## src/rtl/div_issue_pkg.sv

```systemverilog
// Shared encodings for the RV32M divide sequencer: funct3 op codes, FSM states
// and the architectural special-case constants.
package div_issue_pkg;

  localparam int DIV_WIDTH = 32;

  localparam logic [1:0] OP_DIV  = 2'b00;
  localparam logic [1:0] OP_DIVU = 2'b01;
  localparam logic [1:0] OP_REM  = 2'b10;
  localparam logic [1:0] OP_REMU = 2'b11;

  localparam logic [DIV_WIDTH-1:0] INT_MIN  = {1'b1, {(DIV_WIDTH-1){1'b0}}};
  localparam logic [DIV_WIDTH-1:0] ALL_ONES = {DIV_WIDTH{1'b1}};

  typedef enum logic [2:0] {
    ST_IDLE,
    ST_ISSUE,
    ST_WAIT,
    ST_DONE,
    ST_DRAIN
  } div_state_e;

  function automatic logic op_is_rem(input logic [1:0] op);
    return (op == OP_REM) || (op == OP_REMU);
  endfunction

  function automatic logic op_is_unsigned(input logic [1:0] op);
    return (op == OP_DIVU) || (op == OP_REMU);
  endfunction

endpackage

```

## src/rtl/div_issue_ctrl_if.sv

```systemverilog
// Bundle of the EX-stage request/response and iterative-divider handshake.
// The slave view belongs to the sequencer; the master view to its surroundings.
interface div_issue_ctrl_if
  import div_issue_pkg::*;
#(
  parameter int DATA_WIDTH = DIV_WIDTH
);

  logic                  i_valid;
  logic [1:0]            i_op;
  logic [DATA_WIDTH-1:0] i_rs1;
  logic [DATA_WIDTH-1:0] i_rs2;
  logic                  i_flush;
  logic                  o_stall;
  logic                  o_valid;
  logic [DATA_WIDTH-1:0] o_result;
  logic                  o_div_start;
  logic                  o_div_unsigned;
  logic [DATA_WIDTH-1:0] o_div_a;
  logic [DATA_WIDTH-1:0] o_div_b;
  logic [DATA_WIDTH-1:0] i_div_quotient;
  logic [DATA_WIDTH-1:0] i_div_remainder;
  logic                  i_div_done;

  modport slave (
    input  i_valid, i_op, i_rs1, i_rs2, i_flush,
    input  i_div_quotient, i_div_remainder, i_div_done,
    output o_stall, o_valid, o_result,
    output o_div_start, o_div_unsigned, o_div_a, o_div_b
  );

  modport master (
    output i_valid, i_op, i_rs1, i_rs2, i_flush,
    output i_div_quotient, i_div_remainder, i_div_done,
    input  o_stall, o_valid, o_result,
    input  o_div_start, o_div_unsigned, o_div_a, o_div_b
  );

endinterface

```

## src/rtl/div_result_cache.sv

```systemverilog
// One-entry memo of the last divider result, tagged by operands and signedness,
// so a DIV/REM pair on the same operands only pays the divider latency once.
module div_result_cache
  import div_issue_pkg::*;
#(
  parameter int DATA_WIDTH = DIV_WIDTH
) (
  input  logic                  clk,
  input  logic                  rst,
  input  logic [DATA_WIDTH-1:0] rs1_i,
  input  logic [DATA_WIDTH-1:0] rs2_i,
  input  logic                  unsigned_i,
  output logic                  hit_o,
  output logic [DATA_WIDTH-1:0] quot_o,
  output logic [DATA_WIDTH-1:0] rem_o,
  input  logic                  we_i,
  input  logic [DATA_WIDTH-1:0] wr_rs1_i,
  input  logic [DATA_WIDTH-1:0] wr_rs2_i,
  input  logic                  wr_unsigned_i,
  input  logic [DATA_WIDTH-1:0] wr_quot_i,
  input  logic [DATA_WIDTH-1:0] wr_rem_i
);

  logic                  valid_q;
  logic                  uns_q;
  logic [DATA_WIDTH-1:0] rs1_q;
  logic [DATA_WIDTH-1:0] rs2_q;
  logic [DATA_WIDTH-1:0] quot_q;
  logic [DATA_WIDTH-1:0] rem_q;

  always_ff @(posedge clk or posedge rst) begin
    if (rst) begin
      valid_q <= 1'b0;
      uns_q   <= 1'b0;
      rs1_q   <= '0;
      rs2_q   <= '0;
      quot_q  <= '0;
      rem_q   <= '0;
    end else if (we_i) begin
      valid_q <= 1'b1;
      uns_q   <= wr_unsigned_i;
      rs1_q   <= wr_rs1_i;
      rs2_q   <= wr_rs2_i;
      quot_q  <= wr_quot_i;
      rem_q   <= wr_rem_i;
    end
  end

  assign hit_o  = valid_q && (rs1_q == rs1_i) && (rs2_q == rs2_i) && (uns_q == unsigned_i);
  assign quot_o = quot_q;
  assign rem_o  = rem_q;

endmodule

```

## src/rtl/div_issue_ctrl.sv

```systemverilog
// EX-stage sequencer for DIV/DIVU/REM/REMU: resolves special cases and cache hits
// locally, otherwise drives the iterative divider and stalls the pipeline.
module div_issue_ctrl
  import div_issue_pkg::*;
#(
  parameter int DATA_WIDTH = DIV_WIDTH
) (
  input logic             clk,
  input logic             rst,
  div_issue_ctrl_if.slave bus_io
);

  div_state_e            state_q, state_d;
  logic [1:0]            op_q, op_d;
  logic [DATA_WIDTH-1:0] rs1_q, rs1_d;
  logic [DATA_WIDTH-1:0] rs2_q, rs2_d;
  logic                  uns_q, uns_d;
  logic [DATA_WIDTH-1:0] result_q, result_d;

  logic                  req_unsigned;
  logic                  div_zero;
  logic                  sgn_ovf;
  logic                  cache_hit;
  logic [DATA_WIDTH-1:0] cache_quot;
  logic [DATA_WIDTH-1:0] cache_rem;
  logic                  cache_we;
  logic                  start;
  logic                  valid;

  assign req_unsigned = op_is_unsigned(bus_io.i_op);
  assign div_zero     = (bus_io.i_rs2 == '0);
  assign sgn_ovf      = !req_unsigned && (bus_io.i_rs1 == INT_MIN) && (bus_io.i_rs2 == ALL_ONES);

  div_result_cache #(.DATA_WIDTH(DATA_WIDTH)) u_cache (
    .clk           (clk),
    .rst           (rst),
    .rs1_i         (bus_io.i_rs1),
    .rs2_i         (bus_io.i_rs2),
    .unsigned_i    (req_unsigned),
    .hit_o         (cache_hit),
    .quot_o        (cache_quot),
    .rem_o         (cache_rem),
    .we_i          (cache_we),
    .wr_rs1_i      (rs1_q),
    .wr_rs2_i      (rs2_q),
    .wr_unsigned_i (uns_q),
    .wr_quot_i     (bus_io.i_div_quotient),
    .wr_rem_i      (bus_io.i_div_remainder)
  );

  always_ff @(posedge clk or posedge rst) begin
    if (rst) begin
      state_q  <= ST_IDLE;
      op_q     <= OP_DIV;
      rs1_q    <= '0;
      rs2_q    <= '0;
      uns_q    <= 1'b0;
      result_q <= '0;
    end else begin
      state_q  <= state_d;
      op_q     <= op_d;
      rs1_q    <= rs1_d;
      rs2_q    <= rs2_d;
      uns_q    <= uns_d;
      result_q <= result_d;
    end
  end

  // Operand registers double as the divider inputs, so they only change in IDLE.
  always_comb begin
    state_d  = state_q;
    op_d     = op_q;
    rs1_d    = rs1_q;
    rs2_d    = rs2_q;
    uns_d    = uns_q;
    result_d = result_q;
    cache_we = 1'b0;
    start    = 1'b0;
    valid    = 1'b0;
    case (state_q)
      ST_IDLE: begin
        if (bus_io.i_valid && !bus_io.i_flush) begin
          op_d    = bus_io.i_op;
          rs1_d   = bus_io.i_rs1;
          rs2_d   = bus_io.i_rs2;
          uns_d   = req_unsigned;
          state_d = ST_DONE;
          if (div_zero) begin
            result_d = op_is_rem(bus_io.i_op) ? bus_io.i_rs1 : ALL_ONES;
          end else if (sgn_ovf) begin
            result_d = op_is_rem(bus_io.i_op) ? '0 : INT_MIN;
          end else if (cache_hit) begin
            result_d = op_is_rem(bus_io.i_op) ? cache_rem : cache_quot;
          end else begin
            state_d = ST_ISSUE;
          end
        end
      end
      ST_ISSUE: begin
        start   = 1'b1;
        state_d = bus_io.i_flush ? ST_DRAIN : ST_WAIT;
      end
      ST_WAIT: begin
        if (bus_io.i_div_done) begin
          cache_we = 1'b1;
          if (bus_io.i_flush) begin
            state_d = ST_IDLE;
          end else begin
            result_d = op_is_rem(op_q) ? bus_io.i_div_remainder : bus_io.i_div_quotient;
            state_d  = ST_DONE;
          end
        end else if (bus_io.i_flush) begin
          state_d = ST_DRAIN;
        end
      end
      ST_DONE: begin
        valid   = !bus_io.i_flush;
        state_d = ST_IDLE;
      end
      ST_DRAIN: begin
        if (bus_io.i_div_done) begin
          cache_we = 1'b1;
          state_d  = ST_IDLE;
        end
      end
      default: state_d = ST_IDLE;
    endcase
  end

  assign bus_io.o_stall        = bus_io.i_valid && (state_q != ST_DONE) && !bus_io.i_flush;
  assign bus_io.o_valid        = valid;
  assign bus_io.o_result       = result_q;
  assign bus_io.o_div_start    = start;
  assign bus_io.o_div_unsigned = uns_q;
  assign bus_io.o_div_a        = rs1_q;
  assign bus_io.o_div_b        = rs2_q;

endmodule
```

## src/flat_wrapper.sv

```systemverilog
// flat-port wrapper written by rule: the top's interface ports become plain ports
module div_issue_ctrl_flat import div_issue_pkg::*;
#(
  parameter int DATA_WIDTH = DIV_WIDTH
)
  (clk, rst, bus_io_i_valid, bus_io_i_op, bus_io_i_rs1, bus_io_i_rs2, bus_io_i_flush, bus_io_i_div_quotient, bus_io_i_div_remainder, bus_io_i_div_done, bus_io_o_stall, bus_io_o_valid, bus_io_o_result, bus_io_o_div_start, bus_io_o_div_unsigned, bus_io_o_div_a, bus_io_o_div_b);
  div_issue_ctrl_if #(.DATA_WIDTH(DATA_WIDTH)) bus_io_i ();
  input logic clk;
  input logic rst;
  input wire logic [$bits(bus_io_i.i_valid)-1:0] bus_io_i_valid;
  input wire logic [$bits(bus_io_i.i_op)-1:0] bus_io_i_op;
  input wire logic [$bits(bus_io_i.i_rs1)-1:0] bus_io_i_rs1;
  input wire logic [$bits(bus_io_i.i_rs2)-1:0] bus_io_i_rs2;
  input wire logic [$bits(bus_io_i.i_flush)-1:0] bus_io_i_flush;
  input wire logic [$bits(bus_io_i.i_div_quotient)-1:0] bus_io_i_div_quotient;
  input wire logic [$bits(bus_io_i.i_div_remainder)-1:0] bus_io_i_div_remainder;
  input wire logic [$bits(bus_io_i.i_div_done)-1:0] bus_io_i_div_done;
  output wire logic [$bits(bus_io_i.o_stall)-1:0] bus_io_o_stall;
  output wire logic [$bits(bus_io_i.o_valid)-1:0] bus_io_o_valid;
  output wire logic [$bits(bus_io_i.o_result)-1:0] bus_io_o_result;
  output wire logic [$bits(bus_io_i.o_div_start)-1:0] bus_io_o_div_start;
  output wire logic [$bits(bus_io_i.o_div_unsigned)-1:0] bus_io_o_div_unsigned;
  output wire logic [$bits(bus_io_i.o_div_a)-1:0] bus_io_o_div_a;
  output wire logic [$bits(bus_io_i.o_div_b)-1:0] bus_io_o_div_b;
  assign bus_io_i.i_valid = bus_io_i_valid;
  assign bus_io_i.i_op = bus_io_i_op;
  assign bus_io_i.i_rs1 = bus_io_i_rs1;
  assign bus_io_i.i_rs2 = bus_io_i_rs2;
  assign bus_io_i.i_flush = bus_io_i_flush;
  assign bus_io_i.i_div_quotient = bus_io_i_div_quotient;
  assign bus_io_i.i_div_remainder = bus_io_i_div_remainder;
  assign bus_io_i.i_div_done = bus_io_i_div_done;
  assign bus_io_o_stall = bus_io_i.o_stall;
  assign bus_io_o_valid = bus_io_i.o_valid;
  assign bus_io_o_result = bus_io_i.o_result;
  assign bus_io_o_div_start = bus_io_i.o_div_start;
  assign bus_io_o_div_unsigned = bus_io_i.o_div_unsigned;
  assign bus_io_o_div_a = bus_io_i.o_div_a;
  assign bus_io_o_div_b = bus_io_i.o_div_b;
  div_issue_ctrl #(.DATA_WIDTH(DATA_WIDTH)) u_core (.clk(clk), .rst(rst), .bus_io(bus_io_i));
endmodule
```

## config.mk

```make
export PLATFORM = sky130hd
export DESIGN_NAME = div_issue_ctrl_flat
export DESIGN_NICKNAME = d
export VERILOG_FILES = /design/src/rtl/div_issue_pkg.sv /design/src/rtl/div_issue_ctrl_if.sv /design/src/rtl/div_result_cache.sv /design/src/rtl/div_issue_ctrl.sv /design/src/flat_wrapper.sv
export SDC_FILE = /design/constraint.sdc
export NUM_CORES = 1
export LEC_CHECK = 0
export ABC_CLOCK_PERIOD_IN_PS = 11100
export CAP_MARGIN = 20
export CORE_MARGIN = 2
export CORE_UTILIZATION = 57
export DETAILED_ROUTE_END_ITERATION = 16
export DONT_BUFFER_PORTS = 1
export GPL_ROUTABILITY_DRIVEN = 0
export GPL_TIMING_DRIVEN = 0
export PLACE_DENSITY_LB_ADDON = 0.05
export RECOVER_POWER = 25
export SYNTH_ARGS = -nofsm -noshare
export SYNTH_HDL_FRONTEND = slang
export SYNTH_SLANG_ARGS = --single-unit
```

## constraint.sdc

```tcl
create_clock -name clk -period 11.1 [get_ports clk]
set_clock_uncertainty 0.1 [all_clocks]
set_input_delay 2.22 -clock clk [delete_from_list [all_inputs] [get_ports clk]]
set_output_delay 2.22 -clock clk [all_outputs]
set_load 0.05 [all_outputs]
```

==> flow_summary.yaml <==
status:
  status: "finished, violations left"
  violations: "capacitance limit, slew limit"
global_route:
  grt_use_met2_pct: 51.6
  antenna_found_initial: 0
  grt_pass1_wl_mm: 47.8
  grt_max_degree: 137
  grt_pass1_vias: 8191
  met3_usage_pct: 8.80
  gr-total-overflow: 0
  grt_usage_pct: 30.7
  top_usage_layer: "met2"
  met1_usage_pct: 38.9
placement:
  dp_hpwl_mm: 23.3
  placed_area_um2: 11400
  port_buffers: 0
clock_tree:
  cts_buffers: 25
  clock-root-buffer: "clkbuf_16"
  cts_resized: 0
  cts_buffer_depth: 3
  cts_htree_levels: 1
  clkTransAtPathRegs_ns: 0.06
  clock-sinks: 231
  cts-hold-fix-buffers: 0
  clock_latency_ns: 0.52
  cts_tree: "built"
  cts_setup_buffers: 0
cells_and_area:
  multi_input_area_um2: 5000
  postLayoutCoreUtil_pct: 64.7
  seqCellArea_um2: 5780
  antenna_cells: 0
  num-fill-cells: 1500
  area_delta_synth_final_pct: 10.4
  stdcell_area_um2: 12200
  drive_above_1_share_pct: 32.1
  final_nets: 1042
critical_path:
  path_class: "input pin to primary output"
  critical_path.endpoint_type: "primary output"
  critPathTopFamily: "simple AND/OR/NAND/NOR gates"
  cp_max_fo: 6
  cp_num_buf_inv: 0
  crit_arrival_ns: 2.91
  worst_setup_path_start_kind: "input pin"
  crit_path_max_incr_delay_ns: 0.68
  cpMaxStageDelayCell: "nor3b_2"
  cp_data_required_time_ns: 8.78
  crit_chain: "nor3b_2"
routing:
  drc: 0
  wl_mm: 31.4
  initialDrtViolationCount: 487
  dr.pass1.iters: 5
  wl_per_cell_um: 26.6
  postRouteAntennaNets: 0
  viasPerCell: 6.29
  routed-via-count: 7431
flow_run:
  max_cap_viol_count: 1
timing:
  drv_slew: 96
  fmax_ghz: 0.191
  period_needed_ns: 5.23
  rsz0062_at_grt: "no"
  slew_headroom_pct: -190
  hold_slack_ns: 0.369
  worstMarginPinSlew_ns: 4.32
  min_period_over_period_pct: 47.1
  setup_violations: 0
  finalSetupTns_ns: 0
  finalHoldViolations: 0
yosys:
  synth_flop_cell: "dfrtp_1"
  synth_compound_area_share_pct: 7.44
  synthMuxAreaShare_pct: 26.5
  syn_area_um2: 11100
  synthXorXnorAreaFrac_pct: 4.03
  yosys_warnings: 0
  synth-adder-area-share_pct: 0
  ys_ff_latch: 231
  synth_top_family_by_area: "multiplexers"
  synthCells: 878
  synth_cell_types: 36
  yosys.area_share.simple_pct: 7.13
  ys_seq_area_share_pct: 52.2
  synth_nets: 1013
  synth_edf_count: 0
  synthArstFlopShare_pct: 100
  syn-mean-instance-area_um2: 12.6
die:
  initial_core_util_pct: 58.6
  die_area_um2: 20600
  core_area_um2: 18900
  row_count: 50
  die-width_um: 143
  die_y_um: 143
  ios: 235
power_and_ir_drop:
  power.density_nw_per_um2: 303
  peakVddDrop_mv: 0.184
  power_leakage_uw: 0.00515
hold_path:
  hp-class: "register to register"
state kept, by name (all words and copies together) (netlist names), 3 cells and up:
| name | count |
|---|---|
| u_core.u_cache.rs1_q | 32 |
| u_core.bus_io.o_div_b | 32 |
| u_core.state_q | 3 |
| u_core.u_cache.rem_o | 32 |
| u_core.u_cache.quot_o | 32 |
| u_core.u_cache.rs2_q | 32 |
| u_core.bus_io.o_div_a | 32 |
| u_core.bus_io.o_result | 32 |
per-layer routing:
| layer | part of all wire [%] | vias to the layer above |
|---|---|---|
| met3 | 8.7 | 64 |
| li1 | - | 3252 |
| met4 | 2.9 | 0 |
| met1 | 40 | 3816 |
| met2 | 49 | 299 |
| met5 | 0 | - |
metrics by stage:
stage | setup WS [ns] | cells | power (µW)
floorplan | 2.45 | 878 | 2640
global placement | 0.315 | 1138 | 2830
detailed placement | 5.87 | 1140 | 2900
CTS | 5.87 | 1182 | 3710
global route | 5.44 | 1182 | 3870
finish | 5.87 | 1182 | 3700
kinds of logic (layout without fill, tap and decap cells):
logic type	after synthesis	count (layout)
AO/OA/AOI/OAI	125	125
buffers and inverters	72	116
AND/OR/NAND/NOR	148	148
multiplexers	251	251
XOR/XNOR	51	51
flip-flops	231	231
placed cells by master, fill, tap and decap left out, drive strengths merged, types with 20 or more instances in the layout:
cell      n
a211oi   32
a31oi    32
clkbuf   83
dfrtp   231
mux2    250
nand2    46
nand4    20
nor2b    33
nor4     25
o21ai    41
xnor2    32
Yosys cell counts, drive strengths merged, types with 3 or more instances:
library cell / instances / share of area, %
a221oi: 3 / 0.24
nand3: 4 / 0.18
nor4: 25 / 1.4
inv: 18 / 0.61
nor2b: 33 / 1.9
nand4: 20 / 1.1
a31oi: 32 / 1.8
o22ai: 5 / 0.28
o21ai: 41 / 1.9
a211oi: 32 / 2.2
clkbuf: 46 / 1.6
xor2: 19 / 1.5
nand2: 46 / 1.6
xnor2: 32 / 2.5
o2bb2ai: 3 / 0.24
mux2: 250 / 26
nor2: 10 / 0.34
buf: 8 / 0.47
dfrtp: 231 / 52
path summary, 6_finish.rpt:
kind	startpoint	to	slack, ns	depth (start not counted)
worst max register to register	u_core.u_cache.rs1_q[16]$_DFFE_PP0P_	u_core.bus_io.o_result[8]$_DFFE_PP0P_	8.10	8
worst max-delay path	bus_io_i_flush	bus_io_o_stall	5.87	1
min in group asynchronous	rst	u_core.bus_io.o_div_a[8]$_DFFE_PP0P_	2.78	1
worst min-delay path	u_core.u_cache.valid_q$_DFFE_PP0P_	u_core.u_cache.valid_q$_DFFE_PP0P_	0.37	1
max in group asynchronous	rst	u_core.bus_io.o_result[22]$_DFFE_PP0P_	6.18	1
worst min register to register	u_core.u_cache.valid_q$_DFFE_PP0P_	u_core.u_cache.valid_q$_DFFE_PP0P_	0.37	1
where the power goes:
part           internal [µW]  switching, µW
Sequential              1210            785
Clock                    475            331
Combinational            521            372
layout make-up:
class,count,share of cell area [%]
Sequential cell,231,47.3
Tap cell,260,2.66
Timing Repair Buffer,2,0.287
Clock buffer,37,5.98
Inverter,18,0.563
Multi-Input combinational cell,575,40.9
Buffer,54,1.84
Clock inverter,5,0.461
No activity file was read; power rests on OpenSTA's default activity.
==> variant, RTL diff (same flow settings) <==
`DIV_WIDTH`: 32 -> 16.
--- a/src/rtl/div_issue_pkg.sv
+++ b/src/rtl/div_issue_pkg.sv
@@ -2,7 +2,7 @@
 // and the architectural special-case constants.
 package div_issue_pkg;
 
-  localparam int DIV_WIDTH = 32;
+  localparam int DIV_WIDTH = 16;
 
   localparam logic [1:0] OP_DIV  = 2'b00;
   localparam logic [1:0] OP_DIVU = 2'b01;
Ports: changed (7 resized); port bits go from 235 to 123. No check against the original RTL was run, so the function may have changed too.
==> variant against the unedited design <==
- the run still ends with capacitance limit, slew limit left
- sequential cell count shrank 112
- design area shrank 46%
- setup slack lost 900 ps
- global-route usage shrank 4.4 points
- power shrank 42%
- routed wire length shrank 57%
- sequential power shrank 48%
- synthesized area shrank 48%
==> variant: results (changes against the unedited design) <==
setup_path:
  reg2reg_to: "u_core.bus_io.o_result[11]$_DFFE_PP0P_"
  arrival_ps: 5970  # +3060 ps
  crit_end: "u_core.u_cache.rs1_q[5]$_DFFE_PP0P_"
  worst-r2r-setup-slack_ps: 8330  # +230 ps
  r2r_start: "u_core.state_q[1]$_DFFE_PP0P_"
  cp_top_family: "buffers and inverters"
  crit_start: "rst"
  path_max_fanout: 61  # +55
  slowest_stage: "clkbuf_1"
  reg2regPathDepth: 5  # -3
  max_stage_delay_ps: 2280  # +1600 ps
route:
  drt-met1-wl_um: 5590  # -55%
  wl_met2_um: 6760  # -56%
  wl_per_cell_um: 22.8  # -14%
  first_pass_iters: 4  # -1
  vias_per_cell: 6.02  # -4.3%
  met3WireLength_um: 1020  # -63%
  dr_total_vias: 3591  # -52%
flow_run:
  drv_cap: 2  # +1
sta:
  slew_headroom_pct: -107  # +83 points
  drv_slew: 122  # +27%
run_status:
  violations: "capacitance limit, slew limit"
  outcome: "complete, but fails checks"
synth:
  synth_fp_nets: 502  # -50%
  ys_top_cells_by_area: "dfrtp_1, mux2_2, xnor2_1, mux2i_1, mux2_4"
  yosysUniqueCellTypes: 36  # unchanged
  avgSynthCellArea_um2: 13.4  # +6.5%
  synth_common_cells: "mux2_2, dfrtp_1, xnor2_1"
global_routing:
  antenna_found_initial: 0  # unchanged
  met3_usage_pct: 9.42  # +0.62 points
  met1_usage_pct: 32.5  # -6.5 points
  grt_use_total_pct: 26.3  # -4.4 points
  grt_pass1_wl_um: 21900  # -54%
  use_met2_pct: 42.4  # -9.2 points
  grt_pass1_vias: 3938  # -52%
  grt_start_max_net_pins: 62  # -55%
clock_tree:
  post-cts-setup-buffer-count: 0  # unchanged
  numCtsBuffers: 17  # -32%
  clockRootBuffer: "clkbuf_8"
  cts_buffer_depth: 2  # -1
  h-tree-depth: 4  # +3
pwr:
  p_leak_nw: 2.73  # -47%
  comb_power_share_pct: 23.2  # -0.9 points
  ir_worst_vdd_uv: 203  # +11%
  intPower_mw: 1.33  # -40%
  clkPwrFrac_pct: 28.0  # +6.2 points
  p_sw_share_pct: 38.1  # -2.2 points
placed_design:
  place_inst: 565  # -50%
  place_hpwl_um: 9760  # -58%
  place_area_um2: 6000  # -48%
cells_and_area:
  nNetsFinal: 522  # -50%
  drive_gt1_share_pct: 37.5  # +5.4 points
variant: cell types whose count changed in the layout (fill, tap and decap cells not counted), sizes merged, moves of 30 or more:
cell	delta
mux2	-118
dfrtp	-112
nand2	-42
clkbuf	-40
o21ai	-40
a211oi	-32
nor2b	-31
a31oi	-30
variant: kinds of logic after synthesis:
group / after synthesis / synth area share, %
XOR/XNOR: 35 / 5.29
multiplexers: 148 / 29.1
flip-flops: 119 / 51.4
AND/OR/NAND/NOR: 61 / 6.98
buffers and inverters: 29 / 2.18
AO/OA/AOI/OAI: 39 / 5.01
variant: layout make-up:
class,instances,area [µm²]
fill,748,3200
sequential,119,2980
timing repair buffer,1,3.75
tap,133,166
inverter,2,8.76
multi-input combinational,283,2700
clock buffer,18,428
clock inverter,14,221
buffer,27,119
variant: stage by stage:
stage	setup slack (ps)	hold WS, ps
after floorplan	5400	325
after global placement	4390	343
after detailed placement	5850	349
after CTS	5850	364
after global routing	3900	404
final	4980	368
